<file path="src/rtl/reset_sequencer.sv">
// Board bring-up sequencer: synchronises ready inputs, waits for stability,
// then releases reset domains in index order; any ready loss resets them all.
module reset_sequencer #(
    parameter int NumReady         = 2,
    parameter int NumDomains       = 2,
    parameter int StableCycles     = 16,
    parameter int ReleaseGapCycles = 4,
    parameter int TimeoutCycles    = 27_000_000,
    parameter int CountBitWidth    = 8
) (
    input  logic                     clk,
    input  logic                     rst,
    input  logic [NumReady-1:0]      ready_in,
    output logic [NumDomains-1:0]    domain_rst_n,
    output logic                     all_released,
    output logic                     timeout,
    output logic [CountBitWidth-1:0] relock_count
);

    localparam int SW = (StableCycles > 1) ? $clog2(StableCycles) : 1;
    localparam int GW = (ReleaseGapCycles > 1) ? $clog2(ReleaseGapCycles) : 1;
    localparam int IW = (NumDomains > 1) ? $clog2(NumDomains) : 1;
    localparam int TW = $clog2(TimeoutCycles + 1);

    localparam logic [SW-1:0] StableLast  = SW'(StableCycles - 1);
    localparam logic [GW-1:0] GapLast     = GW'(ReleaseGapCycles - 1);
    localparam logic [IW-1:0] LastIdx     = IW'(NumDomains - 1);
    localparam logic [TW-1:0] TimeoutLast = TW'(TimeoutCycles - 1);

    typedef enum logic [1:0] {
        WAIT_READY,
        STABILIZE,
        RELEASE,
        RUNNING
    } state_t;

    state_t                   r_state, w_state;
    logic [NumReady-1:0]      r_sync1, r_sync2;
    logic [SW-1:0]            r_stable, w_stable;
    logic [GW-1:0]            r_gap, w_gap;
    logic [IW-1:0]            r_idx, w_idx;
    logic [NumDomains-1:0]    r_rst_n, w_rst_n;
    logic                     r_all, w_all;
    logic                     r_timeout, w_timeout;
    logic [TW-1:0]            r_tcnt, w_tcnt;
    logic                     r_ever, w_ever;
    logic [CountBitWidth-1:0] r_count, w_count;
    logic                     w_ready_s;
    logic                     w_drop;

    assign w_ready_s = &r_sync2;

    always_ff @(posedge clk) begin
        if (rst) begin
            r_state   <= WAIT_READY;
            r_sync1   <= '0;
            r_sync2   <= '0;
            r_stable  <= '0;
            r_gap     <= '0;
            r_idx     <= '0;
            r_rst_n   <= '0;
            r_all     <= 1'b0;
            r_timeout <= 1'b0;
            r_tcnt    <= '0;
            r_ever    <= 1'b0;
            r_count   <= '0;
        end else begin
            r_state   <= w_state;
            r_sync1   <= ready_in;
            r_sync2   <= r_sync1;
            r_stable  <= w_stable;
            r_gap     <= w_gap;
            r_idx     <= w_idx;
            r_rst_n   <= w_rst_n;
            r_all     <= w_all;
            r_timeout <= w_timeout;
            r_tcnt    <= w_tcnt;
            r_ever    <= w_ever;
            r_count   <= w_count;
        end
    end

    always_comb begin
        w_state   = r_state;
        w_stable  = r_stable;
        w_gap     = r_gap;
        w_idx     = r_idx;
        w_rst_n   = r_rst_n;
        w_all     = r_all;
        w_timeout = r_timeout;
        w_tcnt    = r_tcnt;
        w_ever    = r_ever;
        w_count   = r_count;
        w_drop    = 1'b0;

        unique case (r_state)
            WAIT_READY: begin
                if (w_ready_s) begin
                    w_state  = STABILIZE;
                    w_stable = '0;
                end
            end
            STABILIZE: begin
                if (!w_ready_s) begin
                    w_state = WAIT_READY;
                end else if (r_stable == StableLast) begin
                    w_rst_n    = '0;
                    w_rst_n[0] = 1'b1;
                    w_idx      = '0;
                    w_gap      = '0;
                    w_ever     = 1'b1;
                    if (NumDomains == 1) begin
                        w_state = RUNNING;
                        w_all   = 1'b1;
                    end else begin
                        w_state = RELEASE;
                    end
                end else begin
                    w_stable = r_stable + SW'(1);
                end
            end
            RELEASE: begin
                if (!w_ready_s) begin
                    w_drop = 1'b1;
                end else if (r_gap == GapLast) begin
                    w_idx          = r_idx + IW'(1);
                    w_rst_n[w_idx] = 1'b1;
                    w_gap          = '0;
                    if (w_idx == LastIdx) begin
                        w_state = RUNNING;
                        w_all   = 1'b1;
                    end
                end else begin
                    w_gap = r_gap + GW'(1);
                end
            end
            RUNNING: begin
                if (!w_ready_s) begin
                    w_drop = 1'b1;
                end
            end
            default: w_state = WAIT_READY;
        endcase

        // A loss mid-release or while running takes every domain down at once
        if (w_drop) begin
            w_state = WAIT_READY;
            w_rst_n = '0;
            w_all   = 1'b0;
            if (r_count != '1) begin
                w_count = r_count + CountBitWidth'(1);
            end
        end

        if (!r_ever && !r_timeout) begin
            w_tcnt = r_tcnt + TW'(1);
            if (r_tcnt == TimeoutLast) begin
                w_timeout = 1'b1;
            end
        end
    end

    assign domain_rst_n = r_rst_n;
    assign all_released = r_all;
    assign timeout      = r_timeout;
    assign relock_count = r_count;

endmodule

</file>
<file path="config.mk">
export PLATFORM = sky130hd
export DESIGN_NAME = reset_sequencer
export DESIGN_NICKNAME = d
export VERILOG_FILES = /design/src/rtl/reset_sequencer.sv
export SDC_FILE = /design/constraint.sdc
export NUM_CORES = 1
export LEC_CHECK = 0
export CAP_MARGIN = 0
export CELL_PAD_IN_SITES_DETAIL_PLACEMENT = 0
export CELL_PAD_IN_SITES_GLOBAL_PLACEMENT = 1
export CORE_ASPECT_RATIO = 0.75
export CORE_MARGIN = 5
export CORE_UTILIZATION = 45
export DETAILED_ROUTE_END_ITERATION = 10
export PLACE_DENSITY = 0.88
export SLEW_MARGIN = 10
export SYNTH_ARGS = -nofsm -noshare
export SYNTH_HDL_FRONTEND = slang
export SYNTH_SLANG_ARGS = --single-unit
</file>
<file path="constraint.sdc">
create_clock -name clk -period 2 [get_ports clk]
set_input_delay 0.3 -clock clk [delete_from_list [all_inputs] [get_ports clk]]
set_output_delay 0.3 -clock clk [all_outputs]
set_load 0.05 [all_outputs]
</file>
Yosys cells after proc, flatten, opt, wreduce, memory -nomap -nowiden

Cells that the tools add are included.

Bitwise logic cells: 1
$lt $le $gt $ge: 2
Add/sub/neg operators: 5
Reductions and logical operators: 19
Multiplexer cells: 30
Equal/unequal tests: 15

Operator list:

| kind                    | number |
|---|---|
| $mux W2                 | 14 |
| $add A25 B1 Y25 const B | 1 |
| $eq A25 B25 Y1 const B  | 1 |
| $ne A2 B2 Y1 const B    | 7 |
| $mux W4                 | 3 |
| $reduce_and A4 Y1       | 3 |
| $reduce_and A5 Y1       | 2 |
| $add A8 B1 Y8 const B   | 1 |
| $ne A8 B8 Y1 const B    | 1 |
| $pmux W2 S2             | 2 |
| $pmux W4 S2             | 1 |
| $mux W1                 | 7 |
| $eq A2 B2 Y1 const B    | 3 |
| $pmux W2 S3             | 1 |
| $reduce_and A2 Y1       | 3 |
| $reduce_and A6 Y1       | 1 |
| $add A4 B1 Y4 const B   | 1 |
| $eq A4 B4 Y1 const B    | 1 |
| $reduce_bool A2 Y1      | 2 |
| $reduce_or A2 Y1        | 2 |
| $ne A3 B3 Y1 const B    | 1 |
| $reduce_bool A3 Y1      | 1 |
| $add A2 B1 Y2 const B   | 1 |
| $eq A2 B1 Y1 const B    | 1 |
| other kinds (9)         | 11 |

Logic and storage cells: 84
Register bits after elaboration: 51
Input bits: 4

Longest topological paths before layout

Gate-level depths: netlist of the first run.

Word-level depth: 9
Mapped depth: 7

Worst setup path before layout of the first run

No wires, ideal clock.

Path type: register to register
Start point: register r_timeout, in the netlist timeout
End point: register r_tcnt[24]
Library setup time: 0.070 ns
Arrival: 1.806 ns
Slack: 0.123 ns
Data required time: 1.930 ns
Cell stages (with the launch flop): 6
Path buffers: 1
Clock period less this slack: 1.877 ns
Path through: dfxtp_1 nand4bb_4 or3_4 buf_6 or4_1 a21oi_1

Cells in the longest elaborated chain, start to end: 2

Ends and longest elaborated chain:

| what                   | RTL line | text |
|---|---|---|
| start, declared        | 44       | `logic r_timeout, w_timeout;` |
| start signal, assigned | 76       | `r_timeout <= w_timeout;` |
| $logic_not A1 Y1       | 155      | `if (!r_ever && !r_timeout) begin` |
| $logic_and A1 B1 Y1    | 155      |  |
| end signal, assigned   | 77       | `r_tcnt <= w_tcnt;` |
| end, declared          | 45       | `logic [TW-1:0] r_tcnt, w_tcnt;` |

Every way passes these cells.
A chain may end at the register's enable or synchronous reset.

Worst setup path in the final report of the first run

Start point: register r_count[3], in the netlist relock_count[3]
End point: output relock_count[3]

RTL lines:

| what                   | RTL line | text |
|---|---|---|
| start, declared        | 47       | `logic [CountBitWidth-1:0] r_count, w_count;` |
| start signal, assigned | 79       | `r_count <= w_count;` |
| end, declared          | 17       | `output logic [CountBitWidth-1:0] relock_count` |

No word-level cell between the ends.

==> load_flow_metrics.sql, run 1 <==
INSERT INTO impl_metrics (metric_group, metric, value, unit) VALUES
('critical_path', 'reg2reg_slack', '0.16', 'ns'),
('critical_path', 'cp_num_cells', '1', ''),
('synthesis', 'yosysTopAreaCellShare', '0.409', ''),
('power_and_ir_drop', 'ir_drop', '306', 'uV'),
('synthesis', 'post_synth.cell_area_avg', '8.69', 'um2'),
('synthesis', 'yosys.area.top_type', 'sky130_fd_sc_hd__dfxtp_1', ''),
('critical_path', 'crit_required', '1.70', 'ns'),
('placement', 'port_buffers', '15', ''),
('synthesis', 'post-synth-top-count-cell', 'sky130_fd_sc_hd__dfxtp_1', ''),
('critical_path', 'worst_setup_path_endpoint', 'relock_count[3]', ''),
('drt', 'drt-vias-per-instance', '5.49', ''),
('global_routing', 'antenna_found_initial', '0', ''),
('synthesis', 'mappedNetlistArea', '0.00249', 'mm2'),
('clocking', 'clk_transition_reported_paths', '0.09', 'ns'),
('critical_path', 'path_cells', 'clkdlybuf4s50_1', ''),
('power_and_ir_drop', 'p_per_area', '677', 'mW/mm2'),
('clocking', 'cts_max_level', '2', ''),
('synthesis', 'synth_unique_cells', '50', ''),
('critical_path', 'worst_path_dominant_cell_family', 'buffers and inverters', ''),
('floorplanning', 'pin_count', '16', ''),
('clocking', 'clockRootBuffer', 'sky130_fd_sc_hd__clkbuf_8', ''),
('synthesis', 'yosys_warnings', '0', ''),
('global_routing', 'pin_count_of_the_biggest_net_entering_global_routing', '46', ''),
('floorplanning', 'floorplan.core_area', '0.00535', 'mm2'),
('drt', 'remaining_number_of_nets_flagged_by_the_antenna_check_after_routing', '0', ''),
('global_routing', 'groute.usage.overall', '0.154', ''),
('synthesis', 'dominantRegCellSynth', 'sky130_fd_sc_hd__dfxtp_1', ''),
('timing', 'min_period', '1.90', 'ns'),
('timing', 'timing.setup.tns', '0', 'ns'),
('critical_path', 'worst_setup_path_end_kind', 'primary output', ''),
('placement', 'placement.setup.worst_slack', '0.160', 'ns'),
('timing', 'timing_max_transition_violations_final', '0', ''),
('worst_hold_path', 'holdCritPathClass', 'reg -> reg', ''),
('layout', 'area_growth_syn_to_fin', '16.5', '%'),
('drt', 'drc', '0', ''),
('placement', 'hpwlAfterDp', '3.59', 'mm'),
('timing', 'worst_pin_slew', '0.510', 'ns'),
('critical_path', 'startpoint', 'relock_count[3]$_SDFFE_PP0P_', ''),
('synthesis', 'synth_net_count', '299', ''),
('synthesis', 'synth.area.top_cells', 'sky130_fd_sc_hd__dfxtp_1 (41%), sky130_fd_sc_hd__nor2_1 (5.0%), sky130_fd_sc_hd__ha_1 (4.0%)', ''),
('status', 'outcome', 'completed', ''),
('clocking', 'clkSinkCount', '51', ''),
('synthesis', 'asyncSetResetFlopFracSynth', '0', ''),
('drt', 'max_used_layer', 'met4', ''),
('critical_path', 'worstRegToRegCells', '7', ''),
('clocking', 'clock_tree_from_tritoncts', 'built', ''),
('critical_path', 'worst_r2r_endpoint', 'r_idx$_SDFFE_PP0P_', ''),
('timing', 'report.final.setup_viol', '0', ''),
('global_routing', 'grt_first_pass_wirelength', '8.65', 'mm'),
('timing', 'hold_viol_final', '0', ''),
('drt', 'routed_wl', '5.01', 'mm'),
('layout', 'insertedDiodeCount', '0', ''),
('power_and_ir_drop', 'static-leakage-power', '0.991', 'nW'),
('drt', 'first_pass_iters', '4', ''),
('clocking', 'tritoncts.num_buffers', '5', ''),
('synthesis', 'ys_seq_area_frac', '0.409', ''),
('critical_path', 'crit_arrival', '1.60', 'ns'),
('timing', 'setup_repair_after_global_routing_missed_its_margin', 'no', ''),
('timing', 'slew-limit-headroom', '0.659', ''),
('synthesis', 'synth.ff_latch_count', '51', ''),
('critical_path', 'critical_path.reg2reg.startpoint', 'r_state[0]$_SDFFE_PP0P_', ''),
('floorplanning', 'fp.dieArea', '0.00715', 'mm2'),
('drt', 'vias', '2091', ''),
('clocking', 'clock_latency', '0.30', 'ns'),
('drt', 'met1Wirelength', '2.65', 'mm'),
('timing', 'fmax', '526', 'MHz'),
('drt', 'dr.first_iter.drc_count', '68', ''),
('critical_path', 'timing.critical_path.slowest_cell_delay', '0.85', 'ns'),
('critical_path', 'crit_path_max_fanout', '7', ''),
('critical_path', 'startpoint_type_of_the_worst_setup_path', 'flip-flop', ''),
('placement', 'gp_routability_congestion', '0.783', '');
[registers in the layout, indices dropped and copies added, names as in the netlist]
name          flops
r_ever            1
r_idx             1
relock_count      8
timeout           1
r_sync1           2
r_sync2           2
r_state           2
r_tcnt           25
domain_rst_n      2
all_released      1
r_gap             2
r_stable          4
[final cells by class]
cell class / instances / area [um2]
fill: 508 / 2450
multi-input combinational: 212 / 1380
sequential: 51 / 1020
timing repair buffer: 24 / 230
tap: 75 / 93.8
clock buffer: 5 / 68.8
clock inverter: 3 / 67.6
inverter: 11 / 41.3
[cells by family after synthesis]
logic type | Yosys count | share of synthesized area
and+or+nand+nor | 125 | 0.283
AOI/OAI and AO/OA | 57 | 0.147
DFF | 51 | 0.409
buffers and inverters | 24 | 0.0401
xor gates and xnor gates | 18 | 0.0632
adders and majority gates | 8 | 0.0401
muxes | 4 | 0.0171
[cell usage in the layout, fill, tap and decap left out, types with 2 or more instances in the layout]
master,netlist,layout
sky130_fd_sc_hd__o21ai_0,9,9
sky130_fd_sc_hd__nor2b_1,9,9
sky130_fd_sc_hd__and3_2,2,2
sky130_fd_sc_hd__clkbuf_8,0,5
sky130_fd_sc_hd__nand4_1,10,10
sky130_fd_sc_hd__mux2_2,2,2
sky130_fd_sc_hd__nor2_1,33,33
sky130_fd_sc_hd__clkdlybuf4s50_1,0,15
sky130_fd_sc_hd__a31o_2,2,2
sky130_fd_sc_hd__inv_1,11,11
sky130_fd_sc_hd__a211oi_1,3,3
sky130_fd_sc_hd__a21o_1,2,2
sky130_fd_sc_hd__a31oi_1,3,3
sky130_fd_sc_hd__a21oi_1,18,18
sky130_fd_sc_hd__or4_1,8,8
sky130_fd_sc_hd__o211ai_1,2,2
sky130_fd_sc_hd__mux2i_1,2,2
sky130_fd_sc_hd__nor3_1,7,7
sky130_fd_sc_hd__and4_1,4,4
sky130_fd_sc_hd__o21a_1,2,2
sky130_fd_sc_hd__nand3_1,12,12
sky130_fd_sc_hd__nor4_1,7,6
sky130_fd_sc_hd__and3_1,4,4
sky130_fd_sc_hd__and2_1,2,2
sky130_fd_sc_hd__dfxtp_1,51,50
sky130_fd_sc_hd__ha_1,8,7
sky130_fd_sc_hd__xnor2_1,9,9
sky130_fd_sc_hd__buf_4,0,8
sky130_fd_sc_hd__xor2_1,9,9
sky130_fd_sc_hd__bufinv_16,0,2
sky130_fd_sc_hd__o31ai_1,9,9
sky130_fd_sc_hd__or3_1,3,3
sky130_fd_sc_hd__nand2_1,14,14
[where the power goes]
group | internal (mW) | leakage (nW) | switching [mW]
sequential | 1.03 | 0.412 | 0.0125
combinational | 0.0378 | 0.514 | 0.0562
clock | 0.499 | 0.0644 | 0.333
[per-stage QoR]
step                      cell area, um2  std cells  hold slack (ns)  total power, mW
final                               2910        381            0.446             1.97
after global routing                2910        381            0.478             2.06
after CTS                           2900        381            0.458             2.00
after detailed placement            2760        373            0.426             1.16
after global placement              2760        373            0.417             1.16
after floorplan                     2490        287            0.414             1.13
[how the worst min path moves through the flow]
stage / startpoint / end / slack, ns / cells after the start
4_1_cts: r_sync1[1]$_SDFF_PP0_ / r_sync2[1]$_SDFF_PP0_ / 0.46 / 1
6_report: r_sync1[1]$_SDFF_PP0_ / r_sync2[1]$_SDFF_PP0_ / 0.45 / 1
5_1_grt: r_sync1[1]$_SDFF_PP0_ / r_sync2[1]$_SDFF_PP0_ / 0.48 / 1
3_5_place_dp: r_sync1[1]$_SDFF_PP0_ / r_sync2[1]$_SDFF_PP0_ / 0.43 / 1
2_1_floorplan: r_sync1[0]$_SDFF_PP0_ / r_sync2[0]$_SDFF_PP0_ / 0.41 / 1
3_3_place_gp: r_sync1[1]$_SDFF_PP0_ / r_sync2[1]$_SDFF_PP0_ / 0.42 / 1
[metal layers]
| layer | GRT usage | vias to the layer above |
|---|---|---|
| met5 | 0 | - |
| met4 | 0.0426 | 0 |
| met3 | 0.0455 | 5 |
| met2 | 0.239 | 26 |
| met1 | 0.211 | 984 |
| li1 | - | 1076 |
No activity file was read; power rests on OpenSTA's default activity.
==> run 2: changes to the inputs <==
--- a/config.mk
+++ b/config.mk
@@ -12,6 +12,7 @@
 export CORE_MARGIN = 5
 export CORE_UTILIZATION = 45
 export DETAILED_ROUTE_END_ITERATION = 10
+export GPL_ROUTABILITY_DRIVEN = 0
 export PLACE_DENSITY = 0.88
 export SLEW_MARGIN = 10
 export SYNTH_ARGS = -nofsm -noshare
==> results of run 2 <==
The final DEF is identical to that of run 1; final timing and power are the same.
==> run 3: changes to the inputs <==
--- a/config.mk
+++ b/config.mk
@@ -5,15 +5,16 @@
 export SDC_FILE = /design/constraint.sdc
 export NUM_CORES = 1
 export LEC_CHECK = 0
+export ABC_AREA = 1
 export CAP_MARGIN = 0
 export CELL_PAD_IN_SITES_DETAIL_PLACEMENT = 0
 export CELL_PAD_IN_SITES_GLOBAL_PLACEMENT = 1
 export CORE_ASPECT_RATIO = 0.75
 export CORE_MARGIN = 5
-export CORE_UTILIZATION = 45
+export CORE_UTILIZATION = 42
 export DETAILED_ROUTE_END_ITERATION = 10
 export GPL_ROUTABILITY_DRIVEN = 0
-export PLACE_DENSITY = 0.88
+export PLACE_DENSITY = 0.87
 export SLEW_MARGIN = 10
 export SYNTH_ARGS = -nofsm -noshare
 export SYNTH_HDL_FRONTEND = slang
==> run 3 against run 2 <==
- first-iteration DRC count increased by 49%
- synthesized area increased by 4.7%
- die area increased by 11%
- clock skew decreased by 0.0028 ns
- sequential share of layout area decreased by 0.88 points
- worst setup slack improved by 0.040 ns
- critical path depth unchanged
- final cell count increased by 27%
- global-route usage decreased by 1.4 points
- combinational power increased to 3.4 times the previous value
- critical endpoint is now relock_count[2]
==> load_flow_metrics.sql, run 3 <==
INSERT INTO impl_metrics (metric_group, metric, value, unit) VALUES
('status', 'outcome', 'completed', ''),
('synthesis', 'synthTopCellsByCount', 'sky130_fd_sc_hd__nand2_1 (95), sky130_fd_sc_hd__inv_1 (62), sky130_fd_sc_hd__nor2_1 (54)', ''),
('clocking', 'tritoncts.num_buffers', '5', ''),
('timing', 'slew-limit-headroom', '0.665', ''),
('placement', 'hpwlAfterDp', '3.95', 'mm'),
('critical_path', 'critical_path.n_buffers_inverters', '1', ''),
('power_and_ir_drop', 'static-leakage-power', '1.25', 'nW'),
('layout', 'regMostFlops', 'r_tcnt', ''),
('timing', 'hold_slack', '0.409', 'ns'),
('worst_hold_path', 'timing.hold.worst.start', 'r_sync1[0]$_SDFF_PP0_', ''),
('synthesis', 'syn_inst', '383', ''),
('timing', 'report.final.setup_viol', '0', ''),
('clocking', 'clockBufferDepth', '2', ''),
('synthesis', 'synth.ff_latch_count', '51', ''),
('critical_path', 'critical_path.reg2reg.startpoint', 'r_state[0]$_SDFFE_PP0P_', ''),
('floorplanning', 'start_util', '0.441', ''),
('timing', 'timing.setup.tns', '0', 'ns'),
('timing', 'setup_repair_after_global_routing_missed_its_margin', 'no', ''),
('floorplanning', 'floorplan.core_area', '0.00592', 'mm2'),
('floorplanning', 'fp.dieArea', '0.00791', 'mm2'),
('synthesis', 'dominantRegCellSynth', 'sky130_fd_sc_hd__dfxtp_1', ''),
('synthesis', 'synth.area.top_cells', 'sky130_fd_sc_hd__dfxtp_1 (39%), sky130_fd_sc_hd__nand2_1 (14%), sky130_fd_sc_hd__inv_1 (8.9%)', ''),
('critical_path', 'timing_worst_setup_path_type', 'reg -> out', ''),
('critical_path', 'worst_setup_path_end_kind', 'primary output', ''),
('clocking', 'clockRootBuffer', 'sky130_fd_sc_hd__clkbuf_8', ''),
('synthesis', 'yosys_warnings', '0', ''),
('drt', 'average_wire_per_standard_cell', '10.8', 'um'),
('synthesis', 'asyncSetResetFlopFracSynth', '0', ''),
('drt', 'dr.first_iter.drc_count', '101', ''),
('floorplanning', 'placementRows', '24', ''),
('layout', 'final_nets', '416', ''),
('drt', 'vias', '2266', ''),
('clocking', 'clock_latency', '0.30', 'ns'),
('drt', 'drt-vias-per-instance', '4.69', ''),
('synthesis', 'synth_unique_cells', '28', ''),
('timing', 'min_period', '1.86', 'ns'),
('global_routing', 'first_global_vias', '2005', ''),
('layout', 'insertedDiodeCount', '0', ''),
('worst_hold_path', 'holdCritPathClass', 'reg -> reg', ''),
('timing', 'timing_max_transition_violations_final', '0', ''),
('run', 'cap_violations', '0', ''),
('drt', 'drc', '0', ''),
('synthesis', 'post-synth-top-count-cell', 'sky130_fd_sc_hd__nand2_1', ''),
('critical_path', 'startpoint', 'relock_count[2]$_SDFFE_PP0P_', ''),
('critical_path', 'timing.critical_path.slowest_cell_delay', '0.84', 'ns'),
('synthesis', 'yosysTopAreaCellShare', '0.391', ''),
('placement', 'port_buffers', '15', ''),
('layout', 'mostFrequentLayoutCell', 'sky130_fd_sc_hd__nand2_1', ''),
('layout', 'number_of_flip_flops_under_the_largest_register_name', '25', ''),
('global_routing', 'pin_count_of_the_biggest_net_entering_global_routing', '19', ''),
('layout', 'area_growth_syn_to_fin', '14.0', '%'),
('synthesis', 'mappedNetlistArea', '0.00261', 'mm2'),
('critical_path', 'path_cells', 'clkdlybuf4s50_1', ''),
('floorplanning', 'chipWidth', '101', 'um'),
('critical_path', 'crit_arrival', '1.56', 'ns'),
('clocking', 'clk_transition_reported_paths', '0.09', 'ns'),
('floorplanning', 'pin_count', '16', ''),
('drt', 'first_pass_iters', '4', ''),
('power_and_ir_drop', 'p_per_area', '722', 'mW/mm2'),
('global_routing', 'groute.usage.overall', '0.140', ''),
('critical_path', 'crit_required', '1.70', 'ns'),
('layout', 'layout-drive-gt1-share', '0.0741', ''),
('global_routing', 'grt_first_pass_wirelength', '9.15', 'mm'),
('power_and_ir_drop', 'ir_drop', '429', 'uV'),
('clocking', 'cts-hold-fix-buffers', '0', ''),
('clocking', 'cts_resized', '0', ''),
('critical_path', 'startpoint_type_of_the_worst_setup_path', 'flip-flop', ''),
('synthesis', 'ys_seq_area_frac', '0.391', ''),
('critical_path', 'cp_slowest_cell', 'sky130_fd_sc_hd__clkdlybuf4s50_1', ''),
('layout', 'fillCellCount', '572', ''),
('layout', 'post-route-util', '0.503', ''),
('synthesis', 'synth_enable_flop_cells', '0', ''),
('critical_path', 'crit_path_max_fanout', '6', ''),
('drt', 'remaining_number_of_nets_flagged_by_the_antenna_check_after_routing', '0', ''),
('floorplanning', 'die_height', '78.3', 'um'),
('timing', 'fin_crit_sh', '0.931', ''),
('clocking', 'clock_tree_from_tritoncts', 'built', ''),
('critical_path', 'worst_path_dominant_cell_family', 'buffers and inverters', ''),
('timing', 'hold_viol_final', '0', ''),
('synthesis', 'synth_net_count', '395', ''),
('timing', 'worst_pin_slew', '0.501', 'ns'),
('global_routing', 'grt-ovfl-total', '0', ''),
('drt', 'routed_wl', '5.23', 'mm'),
('clocking', 'clkSinkCount', '51', ''),
('layout', 'most_frequent_cells_in_the_layout', 'sky130_fd_sc_hd__nand2_1 (95), sky130_fd_sc_hd__inv_1 (62), sky130_fd_sc_hd__nor2_1 (54), sky130_fd_sc_hd__dfxtp_1 (51), sky130_fd_sc_hd__a21oi_1 (24)', ''),
('clocking', 'cts_max_level', '2', ''),
('timing', 'fmax', '537', 'MHz'),
('timing', 'final.setup_skew', '0.00503', 'ns'),
('clocking', 'post_cts_buffers', '0', ''),
('synthesis', 'yosys.area.top_type', 'sky130_fd_sc_hd__dfxtp_1', ''),
('synthesis', 'post_synth.cell_area_avg', '6.82', 'um2'),
('global_routing', 'antenna_found_initial', '0', '');
run 3: cell types whose count changed in the layout (fill, tap and decap cells not counted), moves of 5 or more:
cell,before,now
sky130_fd_sc_hd__a21oi_1,18,24
sky130_fd_sc_hd__buf_4,8,3
sky130_fd_sc_hd__inv_1,11,62
sky130_fd_sc_hd__nand2_1,14,95
sky130_fd_sc_hd__nor2_1,33,54
sky130_fd_sc_hd__nor2_4,0,5
sky130_fd_sc_hd__nor2b_1,9,0
sky130_fd_sc_hd__nor4_1,6,0
sky130_fd_sc_hd__o21ai_0,9,15
sky130_fd_sc_hd__o31ai_1,9,0
sky130_fd_sc_hd__or4_1,8,0
sky130_fd_sc_hd__xor2_1,9,1
run 3: final timing paths:
kind / end / slack [ns] / cells after the start
setup / recovery: relock_count[2] / 0.14 / 1
hold / removal: r_sync2[0]$_SDFF_PP0_ / 0.41 / 2
setup reg to reg: r_state[0]$_SDFFE_PP0P_ / 0.37 / 7
hold reg to reg: r_sync2[0]$_SDFF_PP0_ / 0.41 / 2
run 3: report_power, final:
group | switching [mW] | internal (mW) | total, mW
sequential | 0.0348 | 1.05 | 1.09
combinational | 0.215 | 0.108 | 0.322
clock | 0.332 | 0.405 | 0.737
run 3: through the flow:
stage / cell area, um2 / setup WS (ns) / total power, mW / instances
floorplan: 2610 / 0.222 / 1.34 / 383
global placement: 2860 / 0.422 / 1.43 / 475
detailed placement: 2860 / 0.394 / 1.43 / 475
CTS: 2980 / 0.132 / 2.18 / 483
global route: 2980 / 0.0675 / 2.26 / 483
finish: 2980 / 0.138 / 2.15 / 483
run 3: cells by family after synthesis:
family | after synthesis | synth area share
AND/OR/NAND/NOR | 205 | 0.358
buffers and inverters | 68 | 0.101
flip-flops | 51 | 0.391
AO/OA/AOI/OAI | 45 | 0.0920
adder cells (fa/ha/maj) | 8 | 0.0383
XOR/XNOR | 6 | 0.0201
run 3: per-layer routing:
layer,vias to the layer above,global-route usage,share of wire
met4,0,0.0226,0.0069
met1,995,0.218,0.57
met3,4,0.0434,0.046
met5,-,0,0
li1,1230,-,-
met2,37,0.189,0.37
run 3: area by class of cell:
| cell class | instances | area [um2] | share of cell area |
|---|---|---|---|
| clock inverters | 2 | 35.0 | 0.0118 |
| multi-input cells | 264 | 1330 | 0.446 |
| inverters | 64 | 240 | 0.0807 |
| flip-flops and latches | 51 | 1020 | 0.343 |
| clock buffers | 6 | 82.6 | 0.0277 |
| repair buffers | 18 | 173 | 0.0580 |
| well taps | 78 | 97.6 | 0.0328 |
==> patch 1 (settings of run 3) <==
Re-encode `state_t` (4 states) as Gray code, 2 bits wide.
--- a/src/rtl/reset_sequencer.sv
+++ b/src/rtl/reset_sequencer.sv
@@ -28,10 +28,10 @@
     localparam logic [TW-1:0] TimeoutLast = TW'(TimeoutCycles - 1);
 
     typedef enum logic [1:0] {
-        WAIT_READY,
-        STABILIZE,
-        RELEASE,
-        RUNNING
+        WAIT_READY = 2'b00,
+        STABILIZE  = 2'b01,
+        RELEASE    = 2'b11,
+        RUNNING    = 2'b10
     } state_t;
 
     state_t                   r_state, w_state;
Behaviour: no difference found for any inputs over 10 cycles, from zero or initial values and one cycle with rst high; not proved beyond that.
==> patch 1 against run 3 <==
First-iteration DRC count fell by 42%; sequential cell count unchanged; fmax increased by 0.73%; clock skew rose by 0.0031 ns; worst setup slack better by 0.013 ns; routed wire length grew 6.2%; design area grew 0.13%; area after synthesis increased by 0.29%; sequential share of layout area hardly changed.
Power is not compared: it rests on default switching activity, and its combinational part moved more than twofold at a synthesized area within 25%.
==> patch 1: results (changes against run 3) <==
outcome finished clean; Compound-Gate Fraction of Synth Area 10.6% (+1.4 points); largest net degree at the start of global routing 27 (+8); ratio of cells with drive above 1 in the final layout 9.73% (+2.3 points); grt met1 use 21.4% (-0.35 points); skew final 0.00814 ns (+0.00311 ns); top post-synthesis cells by area dfxtp_1 39%, nand2_1 12%, inv_1 8.2%; Reg-to-Reg End relock_count[6]; gr usage total 14.7% (+0.70 points); crit path from relock_count[3]; Reg2Reg Setup Slack 0.47 ns (+0.10 ns); post-synthesis sequential area ratio 39.0% (-0.11 points); Net Count, Synth 387 (-2.0%); Routed WL 5560 um (+6.2%); Nets 408 (-1.9%); WL met2 2260 um (+15%); routed vias 2,289 (+1.0%); crit path max fanout 5 (-1); synth unique cells 34 (+21%); dpl cells 471 (-0.84%); Via-to-Cell Ratio 4.78 (+1.9%); Synth top cells by count 85 x nand2_1, 57 x inv_1, 54 x nor2_1, 51 x dfxtp_1, 26 x a21oi_1; Avg Inst Size Synth 6.91 um^2 (+1.3%); XOR/XNOR Fraction of Synth Area 1.00% (-1.0 points); met3 usage 3.63% (-0.71 points); initial antenna violation count 0 (unchanged); detailed placement HPWL 4190 um (+6.2%); Area after DPL 2860 um^2 (+0.13%); first-pass GRT wire length 9690 um (+5.9%); vias in the first global route 2,172 (+8.3%); Synth Area in Adders 1.91% (-1.9 points); M1 WL 3100 um (+3.5%); met2 global-route usage 21.9% (+3.0 points); FMAX 0.541 GHz (+0.73%); pre-CTS setup slack 0.482 ns (+0.0881 ns); CP endpoint relock_count[3]
patch 1: cells by family after synthesis:
group	count (synthesis)
compound gates	50
simple gates	207
buf+inv	64
flops	51
xor+xnor	3
fa+ha+maj	4
patch 1: layout make-up:
type | instances | area, um^2 | share of cell area (%)
multi-input cells | 264 | 1340 | 45.0
well taps | 78 | 97.6 | 3.27
clock buffers | 6 | 82.6 | 2.77
inverters | 59 | 221 | 7.43
clock inverters | 2 | 35.0 | 1.18
repair buffers | 19 | 180 | 6.05
flip-flops and latches | 51 | 1020 | 34.3
patch 1: how the worst min path moves through the flow:
stage                from         end  slack, ns  cells past startpoint
3_3_place_gp   r_sync1[0]  r_sync2[0]       0.39                      2
4_1_cts        r_sync1[1]  r_sync2[1]       0.40                      2
2_1_floorplan  r_sync1[0]  r_sync2[0]       0.39                      2
6_report       r_sync1[1]  r_sync2[1]       0.40                      2
3_5_place_dp   r_sync1[1]  r_sync2[1]       0.40                      2
5_1_grt        r_sync1[0]  r_sync2[0]       0.44                      2
==> patch 2 (settings of run 3) <==
Made on the original files. `NumReady`: 2 -> 1.
--- a/src/rtl/reset_sequencer.sv
+++ b/src/rtl/reset_sequencer.sv
@@ -1,7 +1,7 @@
 // Board bring-up sequencer: synchronises ready inputs, waits for stability,
 // then releases reset domains in index order; any ready loss resets them all.
 module reset_sequencer #(
-    parameter int NumReady         = 2,
+    parameter int NumReady         = 1,
     parameter int NumDomains       = 2,
     parameter int StableCycles     = 16,
     parameter int ReleaseGapCycles = 4,
Interface: changed (resized ready_in); port bits go from 16 to 15. The function was not compared with the original's and may differ.
==> patch 2 against run 3 <==
Routed wire length grew 2.1%; power shrank 2.4%; sequential cell count down 2; worst setup slack improved by 0.016 ns; design area down 3.3%; area after synthesis shrank 2.2%; via count about the same; count of clock-buffer cells in the layout increased by 2.
==> patch 2: results (changes against run 3) <==
VDD IR max 0.508 mV (+18%); routed vias 2,268 (+0.088%); top post-synthesis cells by area dfxtp_1 38%, nand2_1 11%, inv_1 8.1%; Area after DPL 2800 um^2 (-2.1%); Final Non-Filler Cells 468 (-3.1%); Reg-to-Reg End relock_count[1]; detailed placement HPWL 4130 um (+4.5%); grt met1 use 21.1% (-0.73 points); met2 global-route usage 21.0% (+2.0 points); Slew HR 65.1% (-1.4 points); Reg2Reg Setup Slack 0.26 ns (-0.11 ns); pre-CTS setup slack 0.295 ns (-0.0989 ns); largest net degree at the start of global routing 16 (-3); Total Power 2.10 mW (-2.4%); DR WL/cell 11.4 um (+5.4%); Net Count, Synth 381 (-3.5%); post-synthesis sequential area ratio 38.4% (-0.69 points); vias in the first global route 1,975 (-1.5%); Worst Hold End r_sync2; outcome finished clean; ratio of cells with drive above 1 in the final layout 6.41% (-1.0 points); final worst slack 0.154 ns (+0.0162 ns); first-pass GRT wire length 9120 um (-0.31%); drt pass-1 iters 5 (+1); met3 usage 3.05% (-1.3 points)
## patch 2: cell types whose count changed in the layout (fill, tap and decap cells not counted), sizes merged, moves of 3 or more
cell	run 3	this run
inv	64	55
a21oi	24	29
xnor2	5	2
nand2	98	80
nand3	17	28
o21ai	15	18
## patch 2: area by class of cell
cell class | count | area [um^2] | area share [%]
Multi-Input combinational cell | 260 | 1340 | 46.7
Clock buffer | 8 | 80.1 | 2.78
Sequential cell | 49 | 981 | 34.1
Inverter | 55 | 206 | 7.17
Timing Repair Buffer | 18 | 170 | 5.91
Tap cell | 78 | 97.6 | 3.39
## patch 2: cells by family after synthesis
group	synth area share, %
flip-flops	38.4
AND/OR/NAND/NOR	36.0
buffers and inverters	9.02
XOR/XNOR	0.686
adder cells (fa/ha/maj)	4.41
AO/OA/AOI/OAI	11.5
## patch 2: metal layers
metal  up-vias  part of all wire, %
li1       1226                    -
met1      1015                   55
met2        25                   41
met3         2                  3.7
met4         0                 0.34
met5         -                    0
